### src/rtl/phase_sequencer.sv
// Four-phase, multi-round sequencer that drives an external regressive seconds counter.
// Periods and round count are captured at start, so the inputs may change freely mid-sequence.
module phase_sequencer (
    input  logic        clock,
    input  logic        reset,
    input  logic        go,
    input  logic        pause,
    input  logic        abort,
    input  logic [15:0] phase_periods,
    input  logic [3:0]  num_rounds,
    input  logic        timer_finished,
    output logic [3:0]  timer_period,
    output logic        timer_start,
    output logic        timer_reset,
    output logic [1:0]  phase_index,
    output logic [3:0]  rounds_left,
    output logic        busy,
    output logic        done,
    output logic [2:0]  state_dbg
);

    typedef enum logic [2:0] {
        S_IDLE   = 3'd0,
        S_LOAD   = 3'd1,
        S_RUN    = 3'd2,
        S_PAUSED = 3'd3,
        S_NEXT   = 3'd4,
        S_DONE   = 3'd5
    } state_t;

    state_t      state_q, state_nxt;
    logic [15:0] periods_q, periods_nxt;
    logic [1:0]  phase_q, phase_nxt;
    logic [3:0]  rounds_q, rounds_nxt;
    logic        fin_prev_q;
    logic        fin_rise;
    logic [3:0]  cur_period;

    assign fin_rise    = timer_finished & ~fin_prev_q;
    assign cur_period  = periods_q[{phase_q, 2'b00} +: 4];
    assign phase_index = phase_q;
    assign rounds_left = rounds_q;
    assign state_dbg   = state_q;

    always_ff @(posedge clock) begin
        if (reset) begin
            state_q    <= S_IDLE;
            periods_q  <= 16'd0;
            phase_q    <= 2'd0;
            rounds_q   <= 4'd0;
            fin_prev_q <= 1'b0;
        end else begin
            state_q   <= state_nxt;
            periods_q <= periods_nxt;
            phase_q   <= phase_nxt;
            rounds_q  <= rounds_nxt;
            // Cleared on reload so a finished flag left over from the previous phase cannot fire early.
            fin_prev_q <= (state_q == S_LOAD) ? 1'b0 : timer_finished;
        end
    end

    always_comb begin
        state_nxt    = state_q;
        periods_nxt  = periods_q;
        phase_nxt    = phase_q;
        rounds_nxt   = rounds_q;
        timer_period = cur_period;
        timer_start  = 1'b0;
        timer_reset  = 1'b0;
        busy         = 1'b1;
        done         = 1'b0;

        case (state_q)
            S_IDLE: begin
                busy         = 1'b0;
                timer_reset  = 1'b1;
                timer_period = 4'd0;
                if (go && (num_rounds != 4'd0)) begin
                    periods_nxt = phase_periods;
                    rounds_nxt  = num_rounds;
                    phase_nxt   = 2'd0;
                    state_nxt   = S_LOAD;
                end
            end
            S_LOAD: begin
                timer_reset = 1'b1;
                state_nxt   = (cur_period != 4'd0) ? S_RUN : S_NEXT;
            end
            S_RUN: begin
                timer_start = 1'b1;
                if (fin_rise) begin
                    state_nxt = S_NEXT;
                end else if (pause) begin
                    state_nxt = S_PAUSED;
                end
            end
            S_PAUSED: begin
                if (fin_rise) begin
                    state_nxt = S_NEXT;
                end else if (!pause) begin
                    state_nxt = S_RUN;
                end
            end
            S_NEXT: begin
                if (phase_q != 2'd3) begin
                    phase_nxt = phase_q + 2'd1;
                    state_nxt = S_LOAD;
                end else if (rounds_q > 4'd1) begin
                    rounds_nxt = rounds_q - 4'd1;
                    phase_nxt  = 2'd0;
                    state_nxt  = S_LOAD;
                end else begin
                    rounds_nxt = 4'd0;
                    state_nxt  = S_DONE;
                end
            end
            S_DONE: begin
                done      = 1'b1;
                phase_nxt = 2'd0;
                state_nxt = S_IDLE;
            end
            default: begin
                state_nxt = S_IDLE;
            end
        endcase

        // Abort outranks every transition above, including a coincident finish.
        if (abort && (state_q != S_IDLE)) begin
            state_nxt  = S_IDLE;
            phase_nxt  = 2'd0;
            rounds_nxt = 4'd0;
        end
    end

endmodule

### config.mk
export PLATFORM = sky130hd
export DESIGN_NAME = phase_sequencer
export DESIGN_NICKNAME = d
export VERILOG_FILES = /design/src/rtl/phase_sequencer.sv
export SDC_FILE = /design/constraint.sdc
export NUM_CORES = 1
export LEC_CHECK = 0
export ABC_AREA = 0
export CAP_MARGIN = 20
export CORE_MARGIN = 4
export CORE_UTILIZATION = 32
export CTS_CLUSTER_SIZE = 40
export DETAILED_ROUTE_END_ITERATION = 10
export MAX_ROUTING_LAYER = met4
export PLACE_DENSITY = 0.64
export SYNTH_ARGS = -nofsm -noshare
export SYNTH_HDL_FRONTEND = slang
export SYNTH_SLANG_ARGS = --single-unit
### constraint.sdc
create_clock -name clock -period 1.8 [get_ports clock]
set_input_delay 0.18 -clock clock [delete_from_list [all_inputs] [get_ports clock]]
set_output_delay 0.18 -clock clock [all_outputs]
set_load 0.01 [all_outputs]
==> parameters.txt <==
Parameter                              Value

Worst setup path
  Crit path arrival time ... 1.52 ns
  Type of destination of the critical path ... primary output
  Critical path buffer and inverter count ... 2
  Number of cell instances on the worst register-to-register path ... 5
  Delay contributed by the slowest stage of the critical path ... 0.57 ns
  Worst reg2reg startpoint ... phase_index[0]
  Critical path type ... reg -> out
  Required time at the endpoint of the critical path ... 1.62 ns
  Crit Reg-Reg Endpoint ... state_dbg[1]
  Register-to-Register Setup Slack ... 0.1 ns
  Highest-delay cell along the critical path ... sky130_fd_sc_hd__clkdlybuf4s50_1
  Family with the most delay on the worst path ... buffers and inverters
  Maximum fanout along the worst path ... 9
  Nature of the critical path startpoint ... flop
  Worst setup path startpoint ... state_dbg[0]
  Critical Path, Cell by Cell ... nor3_2 -> inv_2 -> clkdlybuf4s50_1

Flow run
  Maximum Capacitance Violations ... 0

GRT
  First-pass GRT wire length ... 6085 µm
  Number of global-route vias before repair ... 1,320
  Number of antenna violations at the first check in global routing ... 0
  Pin count of the biggest net entering global routing ... 19
  Global router's overall resource usage ... 14.67%
  Sum of overflow across all layers after global routing ... 0

Die
  Floorplan die height ... 73.35 µm
  Initial standard-cell utilization of the core ... 33.67%
  Horizontal extent of the die ... 73.35 µm
  I/O Pins ... 43
  Floorplan die area ... about 5400 µm²
  Site Rows ... 23
  Core region area ... 4058 µm²

Synth
  Yosys synthesis warning count ... 0
  Number of different library cells in the post-synthesis netlist ... 39
  Average cell area after synthesis ... 8.486 µm²
  Cell count after synthesis ... 161
  Top post-synthesis cells by area ... sky130_fd_sc_hd__dfxtp_1 (38%), sky130_fd_sc_hd__nand2_1 (9.3%), sky130_fd_sc_hd__a21oi_1 (7.7%)
  Cell taking the most area after synthesis ... sky130_fd_sc_hd__dfxtp_1
  Portion of the post-synthesis area used by sequential elements ... 38.10%
  Netlist area before placement ... 1366 µm²
  Net count after synthesis ... between 150 and 200
  Synth top area share ... between 30% and 40%
  Post-synthesis register bit count ... 26

STA
  Finish-stage setup viols ... 0
  Final-layout setup total negative slack ... 0 ns
  Final Max Tran Viols ... 0
  Setup repair after global routing missed its margin ... true
  Worst setup skew after layout ... about 0.0036 ns
  Timing-limited maximum frequency ... 587.1 MHz
  Worst slew slack as a fraction of its limit ... 56.28%
  Total count of hold-check failures in the final report ... 0
  Post-Route Hold Slack ... ~0.44 ns
  Final Cycle Share ... between 90% and 100%
  Transition time at the pin with the least slew margin ... roughly 0.66 ns
  Post-route minimum period ... around 1.7 ns

Detailed routing
  Detail-routed via count per cell ... 4.970
  Violation count after the first detailed-route iteration ... roughly 100
  Average wire per standard cell ... 13.24 µm
  Number of antenna-violating nets in the routed design ... 0
  Number of iterations in the first detailed-routing pass ... 4
  Final routed DRC violation total ... 0
  Routed WL ... 3508 µm
  Detailed-route via count ... between 1,000 and 1,500

Placement
  GP Congestion ... 0.8144
  Number of buffer cells added on primary ports ... 42
  HPWL after detailed placement ... 2590 µm

Power
  Relative contribution of combinational cells to total power ... 27.6%
  Switching part of the total ... between 20 and 30%
  Cell-internal power ... 1.155 mW
  Fraction of power consumed by sequential logic ... 41.4%
  Power density of the placed cells ... approximately 790 nW/µm²
  Clock network power share ... 31.0%
  Worst vdd ir ... approximately 0.60 mV
  Leak Pwr ... 0.7997 nW
  Net switching power ... 0.4367 mW

Clocking
  Clock input transition at the sequential cells of the worst setup and hold paths ... 0.09 ns
  Cts hold-fix bufs ... 0
  Buffers from clock root to sink, at most ... 2
  Clk root buf ... sky130_fd_sc_hd__clkbuf_8
  Worst skew pair latency ... 0.28 ns
  Clock tree from TritonCTS ... yes
  H-tree depth reported by CTS ... 1
  Clock buffers created by TritonCTS ... 3
  Clk sinks ... 26

Outcome
  Result of the run ... completed

Finish
  Proportion of layout cells with a drive suffix above 1 ... 19.07%
  Fill count ... 396
  ANT cells ... 0
  Area delta synth->final ... 48.08%
  FF+latch area ... 524.3 µm²
  Final #Nets ... 245
  Area taken by multi-input logic gates ... 804.5 µm²

Hold path
  End of the worst hold path ... periods_q[10]
  Cell depth of the worst hold path ... 3
  Path type of the worst min-delay path ... in -> reg
  Hold_sp ... phase_periods[10]
-- cell type report --
class,count,share of cell area (%)
Tap cell,50,3.092
Timing Repair Buffer,58,26.78
Clock buffer,3,2.041
Multi-Input combinational cell,122,39.77
Inverter,5,0.9276
Clock inverter,1,1.484
Sequential cell,26,25.91
-- cell usage in the layout (no fill, tap or decap), drive strengths merged, types with 3 or more instances in the layout --
cell type      netlist  final
dfxtp               26     26
a211oi               3      3
buf                  3     16
nand2b               3      3
o21ai                4      4
and2                 4      4
nor3                 4      4
clkdlybuf4s50        0     36
a2bb2oi              4      4
nor2                14     14
inv                  5      5
clkbuf               5      7
mux4                 4      4
a21oi               21     21
nand2               34     34
nor3b                3      3
ha                   3      3
-- per-layer routing --
layer	share of wire (%)	wire (µm)	GRT usage, %
met1	45	1568	18.09
met2	46	1631	23.73
met3	7.5	264	4.104
met4	1.2	43	3.622
met5	0	0	-
-- power by group through the flow --
| stage | Combinational [mW] | Sequential, mW | Clock (mW) |
|---|---|---|---|
| 2_1_floorplan | 0.231 | 0.670 | 0 |
| 3_3_place_gp | 0.428 | 0.673 | 0 |
| 3_5_place_dp | 0.433 | 0.673 | 0 |
| 4_1_cts | 0.436 | 0.659 | 0.507 |
| 5_1_grt | 0.487 | 0.667 | 0.519 |
| 6_report | 0.439 | 0.659 | 0.493 |
-- cells in the mapped netlist, drive strengths merged --
cell / number
nor3: 4
nor2: 14
nand4: 1
xnor2: 1
nand4b: 1
a21oi: 21
o41a: 1
a221oi: 1
mux4: 4
a21o: 2
nand2: 34
nand3: 2
nor3b: 3
or3b: 1
a2bb2oi: 4
nor4: 2
nand2b: 3
o21ai: 4
buf: 3
a211oi: 3
a221o: 1
clkbuf: 5
o41ai: 2
inv: 5
a31o: 1
o31ai: 1
and2: 4
or3: 1
mux2i: 1
dfxtp: 26
nand4bb: 1
ha: 3
a32oi: 1
-- kinds of logic (layout without fill, tap and decap cells) --
family                   count (synthesis)  count (layout)  share of synthesized area (%)
AND/OR/NAND/NOR                         71              71                          26.65
AO/OA/AOI/OAI                           42              42                          20.24
flip-flops                              26              26                          38.10
buffers and inverters                   13              67                          4.304
multiplexers                             5               5                          7.326
adder cells (fa/ha/maj)                  3               3                          2.748
XOR/XNOR                                 1               1                         0.6411
-- what timing repair did --
item | CTS | global route
buffers inserted | 1 | 0
endpoints found under the hold margin | 0 | 0
setup endpoints to repair | 7 | 9
pin swaps | 0 | 2
resized for setup | 11 | 10
-- worst register-to-register path, stage by stage (launching register included) --
cell and delay (ns):
sky130_fd_sc_hd__dfxtp_4 0.40, sky130_fd_sc_hd__mux4_2 0.52, sky130_fd_sc_hd__buf_6 0.14, sky130_fd_sc_hd__nor4_4 0.32, sky130_fd_sc_hd__a2bb2oi_2 0.17, sky130_fd_sc_hd__nor3_1 0.05
-- sequential cells by signal, indices dropped and copies added, names as in the netlist --
signal / flops
rounds_left: 4
state_dbg: 3
periods_q: 16
fin_prev_q: 1
phase_index: 2
-- through the flow --
step | instance area (µm²) | power [mW] | worst slack (ns) | cells | utilization (%)
floorplan | 1366 | 0.9014 | 0.06132 | 161 | -
CTS | 2016 | 1.602 | 0.004543 | 265 | 49.68
detailed placement | 1934 | 1.106 | -0.08796 | 260 | 47.67
global placement | 1934 | 1.101 | -0.05221 | 260 | 47.67
global route | 2023 | 1.673 | -0.02637 | 265 | 49.86
finish | 2023 | 1.591 | 0.09670 | 265 | 49.86
-- worst max-delay path by stage --
stage	cells past startpoint	end
2_1_floorplan	5	state_dbg[1]
3_3_place_gp	6	state_dbg[2]
3_5_place_dp	6	state_dbg[2]
4_1_cts	3	timer_period[1]
5_1_grt	5	state_dbg[1]
6_report	3	busy
Power figures use the tool's default switching activity.
==> RTL edit 1: new RTL, same flow settings <==
Make the reset (`reset`) asynchronous in one clocked block.
--- a/src/rtl/phase_sequencer.sv
+++ b/src/rtl/phase_sequencer.sv
@@ -44,3 +44,3 @@
 
-    always_ff @(posedge clock) begin
+    always_ff @(posedge clock or posedge reset) begin
         if (reset) begin
Function: differs if reset is asserted again (counterexample within 4 cycles, from zero or initial values and one cycle with reset high); with reset held inactive, the same outputs for 10 cycles.
==> RTL edit 1 against the unedited design <==
Utilization fell by 1.2 points; die area rose by 6.8%; final area rose by 6.2%; sequential share of layout area rose by 4.5 points; sequential cell count did not move; critical path type unchanged; routed wire length rose by 0.94%; critical path depth rose by 1; first-iteration DRC count fell by 5.9%; area after synthesis rose by 7.6%; setup slack got worse by 82 ps; non-clock buffer count rose by 6.
Power is not compared: it rests on default switching activity, and its combinational part moved more than twofold at a synthesized area within 25%.
==> RTL edit 1: results (changes against the unedited design) <==
DR vias=1230 (-6.6%); Hold Crit Class=input pin to async pin; first-pass GRT wire length=5768 um (-5.2%); drt pass-1 iters=4 (unchanged); R2R Setup Slk=50 ps (-50 ps); Worst-Margin Slew=423.9 ps (-231.2 ps); worst r2r src=phase_index[0]; Arrival @ worst endpoint=1600 ps (+80 ps); Worst R2R Path Depth=6 (+1); Final #Nets=218 (-11%); syn nets=154 (-19%); Placer Congestion=0.8662 (+6.4%); Switching Share=35.11%; Main synth FF type=dfrtp_1; clock power share=10.1%; Reg with most FFs=periods_q; run status=complete, no violations; Worst R2R End=state_dbg[1]; M1 GR Usage=18.07% (-0.021 points); worst setup skew after layout=4.016 ps (+0.4418 ps); vias in the first global route=1251 (-5.2%); clock latency on the worst-skew pair=260 ps (-20 ps); Max Fanout on Critical Path=3 (-6); final hold slack=264.9 ps (-175.3 ps); fraction of layout cells with a size suffix above 1=34.76% (+16 points); Async S/R FF share, synth=100.0% (+100 points); Initial DRC Count=96 (-5.9%); Worst Setup EP=timer_period[3]; TritonCTS buffer count=3 (unchanged); Post-Route WL=3541 um (+0.94%); M3 GR Usage=2.507% (-1.6 points); sequential fraction of the synthesis area=44.26% (+6.2 points); DPL Wire Length=2750 um (+6.2%); Total GRT Usage=13.66% (-1.0 points); port bufs=42 (unchanged); synth unique cells=45 (+15%); grt met2 use=21.20% (-2.5 points); top cells by count, synth=dfrtp_1, mux2_2, nor2_1, inv_1; pin count of the biggest net entering global routing=27 (+8); largest cells by area after synthesis=dfrtp_1, mux2_2, mux4_2
RTL edit 1: worst max-delay path: stages (launching register included):
cell,delay [ps]
dfrtp_2,390
buf_4,120
mux4_2,500
and2_2,200
buf_2,130
RTL edit 1: cell families after synthesis:
group / Yosys count / share of synthesized area [%]
AOI/OAI and AO/OA: 24 / 13.79
and+or+nand+nor: 39 / 15.83
muxes: 20 / 18.64
DFF: 26 / 44.26
adders and majority gates: 3 / 2.553
buffers and inverters: 11 / 3.744
xor gates and xnor gates: 2 / 1.192
RTL edit 1: area by class of cell:
cell class                      count  area, sq um
Clock buffer                        3        41.29
Fill cell                         396         2265
Inverter                            6        22.52
Multi-Input combinational cell     88        792.0
Sequential cell                    26        653.1
Tap cell                           52        65.06
Timing Repair Buffer               64        575.6
RTL edit 1: through the flow:
| step | cells | total power [W] | setup slack (ps) | cell area (sq um) | util, % |
|---|---|---|---|---|---|
| after floorplan | 125 | 0.001967 | 60.94 | 1470 | - |
| after global placement | 224 | 0.002586 | -105.3 | 1998 | 45.27 |
| after detailed placement | 224 | 0.002636 | -139.2 | 1998 | 45.27 |
| after CTS | 234 | 0.003044 | -8.943 | 2085 | 47.22 |
| after global routing | 239 | 0.003367 | -45.88 | 2150 | 48.70 |
| final | 239 | 0.003122 | 15.06 | 2150 | 48.70 |
RTL edit 1: per-layer routing:
metal	wire length [um]	up-vias	share of wire, %
li1	-	580	-
met1	1581	604	45
met2	1671	40	47
met3	237	6	6.7
met4	50	0	1.4
met5	0	-	0
RTL edit 1: repair_timing:
| item | in CTS | in global routing |
|---|---|---|
| setup endpoints to repair | 30 | 29 |
| gates resized for setup | 28 | 8 |
| hold endpoints to repair | 0 | 0 |
| pin swaps | 0 | 8 |
| setup buffers | 7 | 5 |
==> RTL edit 2: new RTL, same settings <==
Made on the original files. Register the output `state_dbg` once more, without a reset; this adds one clock of latency there. The other outputs are not delayed to match.
--- a/src/rtl/phase_sequencer.sv
+++ b/src/rtl/phase_sequencer.sv
@@ -42,3 +42,5 @@
     assign rounds_left = rounds_q;
-    assign state_dbg   = state_q;
+    always_ff @(posedge clock) begin
+        state_dbg <= state_q;
+    end
 
Function: changed (Yosys sat finds a counterexample within 4 cycles, from zero or initial values and one cycle with reset high).
==> RTL edit 2 against the unedited design <==
Clock power rose by 20%; setup slack worse by 27 ps; power increased by 11%; sequential cell count up 3; cell count increased by 6.0%; routed wire length is 6.6% higher; final area up 9.2%; synthesized cell count grew 3.1%; utilization is 0.50 points lower; area after synthesis rose by 11%; critical path type unchanged; highest routed layer unchanged.
==> RTL edit 2: results (changes against the unedited design) <==
run status=complete, no violations; Worst Setup EP=timer_period[2]; multi-input logic area=824.5 sq um (+2.5%); syn nets=195 (+2.6%); Initial DRC Count=39 (-62%); Hold Startpoint=phase_periods[7]; R2R Setup Slk=110 ps; worst setup skew after layout=3.486 ps (-0.08829 ps); Max Fanout on Critical Path=4 (-5); Vias/cell=4.875 (-1.9%); Peak Freq=578.0 MHz (-1.5%); worst r2r src=phase_index[1]; Leakage Power=0.9060 nW (+13%); H-tree levels=2 (+1); Area Overhead vs Synth=46.11%; Placer Congestion=0.8932 (+9.7%); pre-CTS setup slack=-29.96 ps (+58.00 ps); first-pass GRT wire length=6479 um (+6.5%); Worst R2R Path Depth=6 (+1); synth unique cells=47 (+21%); register area=594.3 sq um (+13%); sequential fraction of the synthesis area=38.41% (+0.32 points); cell area after placement=2086 sq um (+7.8%); maximum vdd drop=0.4624 mV (-22%); Routed wire per std cell=13.31 um (+0.54%); top cells by count, synth=nand2_1, dfxtp_1, a21oi_1, nor2_1, inv_1; Gate Count Post-Synth=166 (+3.1%); Critical Path Source=phase_index[0]; non-filler cells, final=281 (+6.0%); synthesized area per cell=9.105 sq um (+7.3%); Non-clock buffer share=27.20% (+0.42 points); DPL Wire Length=2877 um (+11%); Total GRT Usage=14.04% (-0.63 points); Signal buffers=64 (+10%); clock buffer depth=2 (unchanged); Final #Nets=257 (+4.9%); Clock Sink Count=29 (+12%); fraction of layout cells with a size suffix above 1=25.33% (+6.3 points); dpl cells=271 (+4.2%); Clock-cell share=4.589% (+1.1 points); Root Buffer=clkbuf_8; largest cells by area after synthesis=dfxtp_1, nand2_1, a21oi_1; CTS clk-pin slew, worst paths=60 ps (-30 ps); vias in the first global route=1380 (+4.5%); fill cell count=436 (+10%); CLK BUF=7 (+4); pin count of the biggest net entering global routing=17 (-2); TritonCTS buffer count=5 (+2); max_slew headroom=74.21% (+18 points)
==> RTL edit 2: cell count changes in the layout (fill, tap and decap cells not counted), sizes merged, moves of 3 or more <==
cell     before  now
buf          16   22
nor2         14    6
nand2        34   38
dfxtp        26   29
a2bb2oi       4    0
a21oi        21   25
==> RTL edit 2: where the power goes <==
group          total (W)  switching (W)  internal, W
Sequential      0.000726      0.0000358     0.000690
Clock           0.000590       0.000245     0.000345
Combinational   0.000454       0.000208     0.000246
Total            0.00177       0.000489      0.00128
==> RTL edit 2: worst max-delay path, stage by stage, from the launching register on <==
cell and delay, ps:
dfxtp_4 370, mux4_2 510, and2_4 180, clkdlybuf4s15_2 220
==> RTL edit 2: timing repair <==
item	4_1_cts	5_1_grt
setup endpoints to repair	7	8
hold buffers	0	0
pin swaps	0	1
resized for setup	16	7
buffers inserted	1	1
endpoints found under the hold margin	0	0
==> RTL edit 2: how the worst min path moves through the flow <==
stage                    end  cells past startpoint  slack [ps]
2_1_floorplan   periods_q[2]                      2         310
4_1_cts        periods_q[15]                      3         430
3_5_place_dp   periods_q[14]                      2         450
3_3_place_gp   periods_q[12]                      2         440
5_1_grt         periods_q[7]                      3         430
6_report        periods_q[7]                      3         440
==> RTL edit 2: kinds of logic after synthesis <==
group	Yosys count	share of synthesized area (%)
AO/OA/AOI/OAI	42	18.71
XOR/XNOR	1	0.5796
adder cells (fa/ha/maj)	3	2.484
buffers and inverters	15	7.202
flip-flops	29	38.41
multiplexers	5	6.871
AND/OR/NAND/NOR	71	25.75
==> RTL edit 2: routing by layer <==
layer	track usage, %	share of wire (%)	up-vias
li1	-	-	707
met1	17.47	46	624
met2	22.04	48	33
met3	3.630	4.6	6
met4	4.891	1.4	0
met5	-	0	-
